### src/rtl/universal_shift_register.sv
// WIDTH-bit datapath register with eight step modes and a multi-step shift
// engine driven by a start/busy/done handshake.
module universal_shift_register #(
  parameter int WIDTH        = 8,
  parameter int AMOUNT_WIDTH = 4
) (
  input  logic                    clk,
  input  logic                    reset,
  input  logic                    enable,
  input  logic [2:0]              mode,
  input  logic [WIDTH-1:0]        d,
  input  logic                    serial_in,
  input  logic                    start,
  input  logic [AMOUNT_WIDTH-1:0] amount,
  output logic [WIDTH-1:0]        q,
  output logic                    serial_out,
  output logic                    busy,
  output logic                    done,
  output logic                    fsm_state
);

  localparam logic ST_IDLE  = 1'b0;
  localparam logic ST_SHIFT = 1'b1;

  localparam logic [2:0] M_HOLD = 3'b000;
  localparam logic [2:0] M_LOAD = 3'b001;
  localparam logic [2:0] M_SHL  = 3'b010;
  localparam logic [2:0] M_SHR  = 3'b011;
  localparam logic [2:0] M_ROL  = 3'b100;
  localparam logic [2:0] M_ROR  = 3'b101;
  localparam logic [2:0] M_ASR  = 3'b110;
  localparam logic [2:0] M_CLR  = 3'b111;

  localparam logic [AMOUNT_WIDTH-1:0] CNT_ZERO = '0;
  localparam logic [AMOUNT_WIDTH-1:0] CNT_ONE  = {{(AMOUNT_WIDTH-1){1'b0}}, 1'b1};

  // Handshake: start is sampled on an enabled edge while idle; busy is high
  // for exactly the edges that still owe a step; done pulses one cycle after
  // the final step (or after an immediate zero-length / non-shift start).

  logic                    state;
  logic [AMOUNT_WIDTH-1:0] cnt;
  logic [2:0]              lmode;
  logic [WIDTH-1:0]        q_r;
  logic                    so_r;
  logic                    done_r;

  logic                    start_is_shift;
  logic [WIDTH:0]          idle_step;
  logic [WIDTH:0]          shift_step;

  // Returns {serial_out_next, q_next} for one application of m to cur.
  function automatic logic [WIDTH:0] step_fn(
    input logic [2:0]       m,
    input logic [WIDTH-1:0] cur,
    input logic             si,
    input logic             so,
    input logic [WIDTH-1:0] dd
  );
    logic [WIDTH:0] r;
    r = {so, cur};
    case (m)
      M_HOLD: r = {so, cur};
      M_LOAD: r = {so, dd};
      M_SHL:  r = {cur[WIDTH-1], cur[WIDTH-2:0], si};
      M_SHR:  r = {cur[0], si, cur[WIDTH-1:1]};
      M_ROL:  r = {cur[WIDTH-1], cur[WIDTH-2:0], cur[WIDTH-1]};
      M_ROR:  r = {cur[0], cur[0], cur[WIDTH-1:1]};
      M_ASR:  r = {cur[0], cur[WIDTH-1], cur[WIDTH-1:1]};
      M_CLR:  r = {so, {WIDTH{1'b0}}};
      default: r = {so, cur};
    endcase
    return r;
  endfunction

  always_comb begin
    start_is_shift = 1'b0;
    if (mode >= M_SHL && mode <= M_ASR) start_is_shift = 1'b1;
    idle_step  = step_fn(mode,  q_r, serial_in, so_r, d);
    shift_step = step_fn(lmode, q_r, serial_in, so_r, d);
  end

  always_ff @(posedge clk) begin
    if (reset) begin
      state  <= ST_IDLE;
      cnt    <= CNT_ZERO;
      lmode  <= M_HOLD;
      q_r    <= '0;
      so_r   <= 1'b0;
      done_r <= 1'b0;
    end else begin
      // done is a pure one-cycle pulse, so it clears even on a gated edge
      done_r <= 1'b0;
      if (enable) begin
        case (state)
          ST_IDLE: begin
            if (start && start_is_shift && amount != CNT_ZERO) begin
              state <= ST_SHIFT;
              lmode <= mode;
              cnt   <= amount;
            end else begin
              // a zero-length shift start performs no step but still completes
              if (!(start && start_is_shift)) {so_r, q_r} <= idle_step;
              if (start) done_r <= 1'b1;
            end
          end
          ST_SHIFT: begin
            {so_r, q_r} <= shift_step;
            cnt         <= cnt - CNT_ONE;
            if (cnt == CNT_ONE) begin
              state  <= ST_IDLE;
              done_r <= 1'b1;
            end
          end
          default: state <= ST_IDLE;
        endcase
      end
    end
  end

  assign q          = q_r;
  assign serial_out = so_r;
  assign busy       = (state == ST_SHIFT);
  assign done       = done_r;
  assign fsm_state  = state;

endmodule

### config.mk
export PLATFORM = sky130hd
export DESIGN_NAME = universal_shift_register
export DESIGN_NICKNAME = d
export VERILOG_FILES = /design/src/rtl/universal_shift_register.sv
export SDC_FILE = /design/constraint.sdc
export NUM_CORES = 1
export LEC_CHECK = 0
export BUFFER_PORTS_ARGS = -buffer_cell sky130_fd_sc_hd__buf_2
export CELL_PAD_IN_SITES_DETAIL_PLACEMENT = 0
export CELL_PAD_IN_SITES_GLOBAL_PLACEMENT = 2
export CORE_MARGIN = 3
export CORE_UTILIZATION = 35
export DETAILED_ROUTE_END_ITERATION = 8
export GPL_TIMING_DRIVEN = 1
export PLACE_DENSITY_LB_ADDON = 0.1
export SYNTH_ARGS = -nofsm -noshare
export SYNTH_HDL_FRONTEND = slang
export SYNTH_SLANG_ARGS = --single-unit
### constraint.sdc
create_clock -name clk -period 2.71 [get_ports clk]
set_clock_uncertainty 0.1 [all_clocks]
set_input_delay 0.4065 -clock clk [delete_from_list [all_inputs] [get_ports clk]]
set_output_delay 0.4065 -clock clk [all_outputs]
set_load 0.005 [all_outputs]
Word-level counts from Yosys, hierarchy flattened
Index checks and enable logic that the tools add are counted.

word-level totals
  bits in registers = 18
  latch bits = 0
  memory bits (writable) = 0
  memory bits (read-only) = 0
  bits of input ports = 20
  logic and storage cells = 68
  memories = 0

operators by class
  add/sub/neg operators = 1
  multipliers = 0
  div/mod/pow operators = 0
  $lt $le $gt $ge = 2
  eq/ne operators = 26
  shift-type cells = 0
  muxes and demuxes = 18
  bitwise operators = 2
  reductions and logical operators = 12

operators by type and width
  kind                                                                count
  case mux 9 bit (7 select lines)                                     2
  equality test 3 bit (second input constant)                         8
  != test 2 bit (second input constant)                               11
  2-to-1 mux 8 bit                                                    2
  case mux 8 bit (2 select lines)                                     1
  equality test 3 x 2 -> 1 bit (second input constant)                4
  AND reduction 9 bit                                                 1
  2-to-1 mux 1 bit                                                    8
  case mux 4 bit (2 select lines)                                     1
  AND reduction 7 bit                                                 1
  equality test 3 x 1 -> 1 bit (second input constant)                2
  logical NOT 3 bit                                                   2
  case mux 1 bit (2 select lines)                                     3
  AND reduction 5 bit                                                 1
  equality test 4 x 1 -> 1 bit (second input constant)                1
  2-to-1 mux 4 bit                                                    1
  nonzero test 4 bit                                                  1
  subtractor 4 x 1 -> 4 bit (second input constant)                   1
  greater-or-equal comparator 3 x 2 -> 1 bit (second input constant)  1
  <= comparator 3 bit (second input constant)                         1
  logical AND 1 bit                                                   3
  AND reduction 3 bit                                                 1
  NOT 1 bit                                                           2
  AND reduction 2 bit                                                 1
  OR reduction 2 bit                                                  1

Depth between registers and ports, before layout
Gate-level depths: netlist (run 1).

  depth after elaboration = 7
  depth in mapped cells = 7
  mapped depth without buffers = 6

Worst setup path after synthesis (run 1)
Ideal clock, no wire load.

  kind = input port to flip-flop
  start = input port mode[2]
  end = register lmode[0]
  setup time = 125 ps
  arrival time = 1492 ps
  required time = 2485 ps
  path slack = 993 ps
  stages on the path = 7
  cell sequence = buf_6 and3_4 nor3_4 and3_1 buf_6 mux2i_1 nor2_1

on the way
  longest elaborated chain between the ends = 6
  elaborated cells on any way between the ends = 7
  those cells by class = 2 x order compare; 1 x mux; 4 x reduce/logical

RTL lines
  item                                                                               RTL line  text
  from (decl)                                                                        10        input logic [2:0] mode,
  greater-or-equal comparator 3 x 2 -> 1 bit or <= comparator 3 bit (tied branches)  78        if (mode >= M_SHL && mode <= M_ASR) start_is_shift = 1'b1;
  logical AND 1 bit (*)                                                              78
  2-to-1 mux 1 bit (*)                                                               78
  logical AND 1 bit (*) (2 in series)                                                97        if (start && start_is_shift && amount != CNT_ZERO) begin
  AND reduction 3 bit (no source line) (*)                                           --
  to (signal assigned)                                                               99        lmode <= mode;
  to (decl)                                                                          43        logic [2:0] lmode;

Mark *: on every way between the ends. The rest lies on a longest branch, timed or not.
A chain may end at the register's enable or synchronous reset.

Final worst setup path (run 1)
  start = register state, in the netlist busy
  end = register done_r, in the netlist done

on the way
  longest elaborated chain between the ends = 2

RTL lines
  item                                 RTL line  text
  from (decl)                          41        logic state;
  from (signal assigned)               85        state <= ST_IDLE;
  from (signal assigned)               98        state <= ST_SHIFT;
  from (signal assigned)               111       state <= ST_IDLE;
  NOT 1 bit (no source line)           --
  case mux 1 bit (2 select lines) (*)  95        case (state)
  to (signal assigned)                 90        done_r <= 1'b0;
  to (signal assigned)                 93        done_r <= 1'b0;
  to (signal assigned)                 104       if (start) done_r <= 1'b1;
  to (decl)                            46        logic done_r;

Marks and branches as above.

==> results.json, run 1 <==
{
  "run_status": "finished, final reports clean",
  "maxUsedRoutingLayer": "met4",
  "worst_hold_path_type": "reg -> reg",
  "flops_latches_synth": 18,
  "grt_setup_unrepaired": "no",
  "cts_resized": 0,
  "root_buffer": "sky130_fd_sc_hd__clkbuf_8",
  "global_route.overflow_total": 0,
  "worstRegToRegCells": 4,
  "hold_viol_final": 0,
  "worst-slew-pin-transition_ns": 0.7075,
  "ys.warnings.count": 0,
  "setup-tns-final_ns": 0,
  "worstReg2RegEnd": "done",
  "power_density_mw_per_mm2": 413.0,
  "drtAntennaViolNets": 0,
  "fin_crit_ns": 1.896,
  "synth-main-ff-cell": "sky130_fd_sc_hd__dfxtp_1",
  "worst-setup-path-type": "reg -> reg",
  "worst_ep_required_time_ns": 2.79,
  "holdPathStages": 2,
  "max_capacitance_violation_count": 0,
  "drt-vias-per-instance": 5.569,
  "critical_path_peak_fanout": 15,
  "h-tree-depth": 1,
  "remaining_drc_errors": 0,
  "num-nets-final": 255,
  "r2r_slack_ns": 0.81,
  "floorplan.io_pins": 32,
  "die_height_microns": 77.00,
  "wl_per_cell_microns": 17.12,
  "cts.sinks": 18,
  "grt_start_max_net_pins": 22,
  "post_synth_top_cells": "sky130_fd_sc_hd__nand2_1 (24), sky130_fd_sc_hd__dfxtp_1 (18), sky130_fd_sc_hd__nor2_1 (17)",
  "async_reset_ff_share_pct": 0,
  "cp-start-kind": "flop",
  "dieArea_sq_mm": 0.005928,
  "grt_antenna_before_repair": 0,
  "wl_met1_microns": 2385,
  "worstHoldEndpoint": "serial_out",
  "synth.top_cell.area_share_pct": 20.43,
  "ctsHoldBuffers": 0,
  "netlist_instances": 216,
  "p_total_mw": 0.7819,
  "tritoncts": "done",
  "synth_seq_area_share_pct": 20.43,
  "gp_routability_congestion": 0.7876,
  "hpwl_dp_microns": 3614,
  "timing.rr.start": "busy",
  "grt_usage_pct": 17.86,
  "row_count": 25,
  "grt_pass1_vias": 1618,
  "setup-violations-final": 0,
  "drtIter0Drc": 94,
  "drt_first_pass_iters": 4,
  "wl_microns": 5120,
  "detailroute.via_count": 1665,
  "crit_arrival_ns": 1.97,
  "global_route_wire_length_before_repair_microns": 8583,
  "die_w_microns": 77.00,
  "synth.net_count": 238,
  "drive_gt1_share_pct": 24.57,
  "port_buffers": 31,
  "cts_inserted_buffers": 3,
  "cts.reportedPaths.clkPinSlew_ns": 0.08,
  "post_synth_instance_area_sq_mm": 0.001764,
  "max_clock_freq_mhz": 527.3,
  "yosysMostFrequentCell": "sky130_fd_sc_hd__nand2_1",
  "post_cts.repair.setup_buffers": 0,
  "yosys.cell_types.count": 54,
  "max_slew_margin_pct": 52.50,
  "worstSkewPairLatency_ns": 0.26,
  "initial_utilization_pct": 36.86,
  "final_number_of_max_transition_violations": 0,
  "wl_met2_microns": 2464,
  "p_leak_nw": 0.7285,
  "n_antenna_cell": 0,
  "crit_path_end_kind": "flop",
  "cts_buffer_depth": 2,
  "worst_hold_startpoint": "serial_out",
  "ir_drop_mv": 0.1705,
  "layout_worst_path_cycle_share_pct": 69.98,
  "top_cells_by_area_in_the_synthesized_netlist": "sky130_fd_sc_hd__dfxtp_1 (20%), sky130_fd_sc_hd__mux2i_1 (7.4%), sky130_fd_sc_hd__a221oi_1 (6.0%)",
  "cell_type_with_the_largest_total_area_after_synthesis": "sky130_fd_sc_hd__dfxtp_1",
  "synth_edf_count": 0,
  "dr_wl_met3_microns": 233,
  "core_area_sq_mm": 0.004786,
  "syn_area_cell_sq_um": 8.168,
  "syn_to_final_growth_pct": 7.305
}
==> cells by family (layout without fill, tap and decap cells) <==
logic type | after synthesis | in the layout | share of synthesized area [%]
AOI/OAI and AO/OA | 64 | 64 | 27.52
adders and majority gates | 2 | 2 | 1.418
buffers and inverters | 30 | 46 | 12.34
xor gates and xnor gates | 5 | 5 | 2.908
muxes | 22 | 22 | 13.12
DFF | 18 | 18 | 20.43
and+or+nand+nor | 75 | 75 | 22.27
==> per-stage QoR <==
stage               utilization, %  hold WS [ns]  cell area, sq um  setup WS [ns]  instances
global placement             38.41        0.3672              1838         0.6008        295
detailed placement           38.41        0.3717              1838         0.5703        295
finish                       39.56        0.3833              1893         0.8136        299
floorplan                        -        0.3658              1764         0.9930        216
global route                 39.56        0.4090              1893         0.6243        299
CTS                          39.56        0.3902              1893         0.7792        299
==> layout by cell type (no fill, tap or decap), types with 2 or more instances in the layout <==
| master | count |
|---|---|
| sky130_fd_sc_hd__dfxtp_1 | 18 |
| sky130_fd_sc_hd__a22oi_1 | 2 |
| sky130_fd_sc_hd__a21oi_1 | 12 |
| sky130_fd_sc_hd__a32oi_1 | 2 |
| sky130_fd_sc_hd__o21ai_0 | 14 |
| sky130_fd_sc_hd__mux2i_1 | 13 |
| sky130_fd_sc_hd__nand2_1 | 24 |
| sky130_fd_sc_hd__and3b_1 | 2 |
| sky130_fd_sc_hd__nand3_1 | 10 |
| sky130_fd_sc_hd__and3_1 | 2 |
| sky130_fd_sc_hd__xnor2_1 | 3 |
| sky130_fd_sc_hd__nor3b_1 | 3 |
| sky130_fd_sc_hd__clkbuf_8 | 4 |
| sky130_fd_sc_hd__a221oi_1 | 12 |
| sky130_fd_sc_hd__a211oi_1 | 3 |
| sky130_fd_sc_hd__buf_2 | 31 |
| sky130_fd_sc_hd__a21o_1 | 2 |
| sky130_fd_sc_hd__nor2_1 | 17 |
| sky130_fd_sc_hd__nor2b_1 | 2 |
| sky130_fd_sc_hd__nor3_1 | 6 |
| sky130_fd_sc_hd__inv_1 | 8 |
| sky130_fd_sc_hd__o2bb2ai_1 | 2 |
| sky130_fd_sc_hd__ha_1 | 2 |
| sky130_fd_sc_hd__buf_4 | 3 |
| sky130_fd_sc_hd__o211ai_1 | 2 |
| sky130_fd_sc_hd__mux2_2 | 9 |
==> final cells by class <==
type	count	area (sq um)
sequential	18	360.3
timing repair buffer	34	177.7
clock buffer	4	55.05
inverter	8	30.03
fill	523	2893
multi-input combinational	168	1186
tap	67	83.83
==> metal layers <==
layer / global-route usage [%] / vias to the layer above
met2: 28.66 / 41
met5: 0 / -
li1: - / 833
met3: 3.052 / 6
met4: 5.338 / 0
met1: 24.41 / 785
==> registers in the layout, summed over array words and instances, names as in the netlist <==
name / flops
lmode: 3
cnt: 4
busy: 1
q: 8
serial_out: 1
done: 1
==> critical path, stage by stage, from the launching register on <==
cell and delay [ns]:
sky130_fd_sc_hd__dfxtp_1 0.59, sky130_fd_sc_hd__inv_1 0.35, sky130_fd_sc_hd__nor4b_1 0.49, sky130_fd_sc_hd__a21oi_1 0.08
sky130_fd_sc_hd__nor3b_1 0.21
==> report_power, final <==
group	total, mW	internal [mW]	switching [mW]
Sequential	0.316	0.282	0.0336
Combinational	0.233	0.100	0.133
Clock	0.233	0.129	0.103
==> how the worst max path moves through the flow <==
stage / startpoint / to / slack [ns] / cells after the start
detailed placement: mode[0] / q[1] / 0.57 / 6
global placement: mode[0] / lmode[0] / 0.60 / 6
finish: busy / done / 0.81 / 4
CTS: busy / done / 0.78 / 4
global route: busy / done / 0.62 / 4
floorplan: mode[2] / lmode[0] / 0.99 / 7
No activity file was read; power rests on OpenSTA's default activity.
==> run 2, diff against run 1 <==
- CORE_UTILIZATION: 35 -> 33
- clock period: 2.71 -> 2 ns (I/O delays scaled with it)
==> run 2 against run 1 <==
Net effect: combinational power rose by 50%; routed wire length is 3.1% higher; sequential share of layout area is 0.93 points lower; highest routed layer unchanged; critical endpoint is now q[0]; largest power group unchanged.
==> results.json, run 2 (synthesis results as in run 1) <==
{
  "num-nets-final": 268,
  "root_buffer": "sky130_fd_sc_hd__clkbuf_8",
  "die_height_microns": 79.12,
  "power_density_mw_per_mm2": 550.3,
  "max_clock_freq_mhz": 538.5,
  "timing.critical_path.max_delay_family": "compound AO/OA/AOI/OAI gates",
  "crit_chain": "buf_4 > o21ai_0 > a222oi_1 > o32a_1 > a211oi_1",
  "initial_utilization_pct": 35.70,
  "cts_inserted_buffers": 3,
  "global_route.overflow_total": 0,
  "gp_routability_congestion": 0.8324,
  "cts_buffer_depth": 2,
  "drt-vias-per-instance": 5.603,
  "max_capacitance_violation_count": 0,
  "ctsHoldBuffers": 0,
  "finalNonFillerCells": 312,
  "grt_setup_unrepaired": "no",
  "die_w_microns": 79.12,
  "worst-slew-pin-transition_ns": 0.5704,
  "detailroute.via_count": 1748,
  "grt_antenna_before_repair": 0,
  "core_area_sq_mm": 0.004942,
  "largest_reg_flops": 8,
  "drtAntennaViolNets": 0,
  "drtIter0Drc": 98,
  "port_buffers": 31,
  "drt_first_pass_iters": 4,
  "combined_buffer_and_inverter_count_along_the_critical_path": 1,
  "final_common_cell": "sky130_fd_sc_hd__buf_2",
  "ir_drop_mv": 0.2292,
  "global_route_wire_length_before_repair_microns": 9045,
  "timing.critical_path.slowest_stage_cell": "sky130_fd_sc_hd__dfxtp_1",
  "grt_usage_pct": 17.96,
  "h-tree-depth": 1,
  "wl_per_cell_microns": 16.91,
  "cts_resized": 0,
  "drive_gt1_share_pct": 28.57,
  "grt_pass1_vias": 1837,
  "setup_slack_ns": 0.1429,
  "worst-setup-path-type": "reg -> reg",
  "fin_crit_ns": 1.857,
  "hpwl_dp_microns": 3803,
  "n_antenna_cell": 0,
  "multiInputGateArea_sq_mm": 0.001186,
  "setup-violations-final": 0,
  "cts.reportedPaths.clkPinSlew_ns": 0.08,
  "post_cts.repair.setup_buffers": 0,
  "crit_path_end_kind": "flop",
  "dp_cells": 308,
  "hold_viol_final": 0,
  "layout_worst_path_cycle_share_pct": 92.85,
  "tritoncts": "done",
  "wl_microns": 5277,
  "cts.sinks": 18,
  "met1_usage_pct": 24.38,
  "p_leak_nw": 0.7929,
  "register_area_sq_um": 360.3,
  "critical_path_peak_fanout": 9,
  "syn_to_final_growth_pct": 12.84,
  "grt_start_max_net_pins": 22,
  "crit_arrival_ns": 1.90,
  "setup-tns-final_ns": 0,
  "fin_util_pct": 40.28,
  "worstSkewPairLatency_ns": 0.26,
  "row_count": 25,
  "remaining_drc_errors": 0,
  "grtUsageMet3_pct": 2.494,
  "crit_path_max_incr_delay_ns": 0.59,
  "worst_hold_path_type": "in -> reg",
  "dieArea_sq_mm": 0.006259,
  "run_status": "finished, final reports clean",
  "max_slew_margin_pct": 61.70,
  "worst_ep_required_time_ns": 2.04,
  "worst_slack_at_placement_ns": 0.1062,
  "final_number_of_max_transition_violations": 0,
  "n_fill_cell": 554,
  "floorplan.io_pins": 32,
  "cp-start-kind": "flop",
  "final_cell_mix": "sky130_fd_sc_hd__buf_2 (31), sky130_fd_sc_hd__nand2_1 (24), sky130_fd_sc_hd__dfxtp_1 (18)",
  "globalRouteMet2Util_pct": 29.04,
  "grt-busiest-layer": "met2"
}
-- run 2: cell count changes in the layout (fill, tap and decap cells not counted) --
| cell | previous run | this run |
|---|---|---|
| sky130_fd_sc_hd__buf_4 | 3 | 16 |
-- run 2: layer usage --
layer  wire [microns]  vias up
li1                 -      859
met1             2487      848
met2             2564       37
met3              183        4
met4               41        0
met5                0        -
-- run 2: power by group --
| group | internal (mW) | leakage, nW | switching (mW) |
|---|---|---|---|
| clock network | 0.176 | 0.0288 | 0.150 |
| logic | 0.157 | 0.617 | 0.193 |
| registers | 0.382 | 0.147 | 0.0388 |
| total | 0.714 | 0.793 | 0.381 |
-- run 2: area by class of cell --
type | instances | area share, %
Multi-Input combinational cell | 168 | 59.59
Tap cell | 67 | 4.211
Inverter | 8 | 1.508
Sequential cell | 18 | 18.10
Clock buffer | 4 | 2.766
Timing Repair Buffer | 47 | 13.83
-- run 2: final timing paths --
check | depth (start not counted) | from | slack [ns] | end
max reg2reg | 5 | lmode[0] | 0.14 | q[0]
min reg2reg | 2 | serial_out | 0.37 | serial_out
min | 4 | amount[0] | 0.31 | cnt[0]
max | 5 | lmode[0] | 0.14 | q[0]
-- run 2: worst register-to-register path, cell delays in order, from the launching register on --
cell and delay (ns):
sky130_fd_sc_hd__dfxtp_1 0.59, sky130_fd_sc_hd__buf_4 0.26, sky130_fd_sc_hd__o21ai_0 0.10, sky130_fd_sc_hd__a222oi_1 0.40, sky130_fd_sc_hd__o32a_1 0.22, sky130_fd_sc_hd__a211oi_1 0.06
-- run 2: stage by stage --
stage	hold WS [ns]	area, sq um	power [mW]
finish	0.3090	1991	1.096
global route	0.3451	1991	1.166
CTS	0.3077	1991	1.104
detailed placement	0.3662	1936	0.7771
global placement	0.3578	1936	0.7748
floorplan	0.3658	1764	0.6732
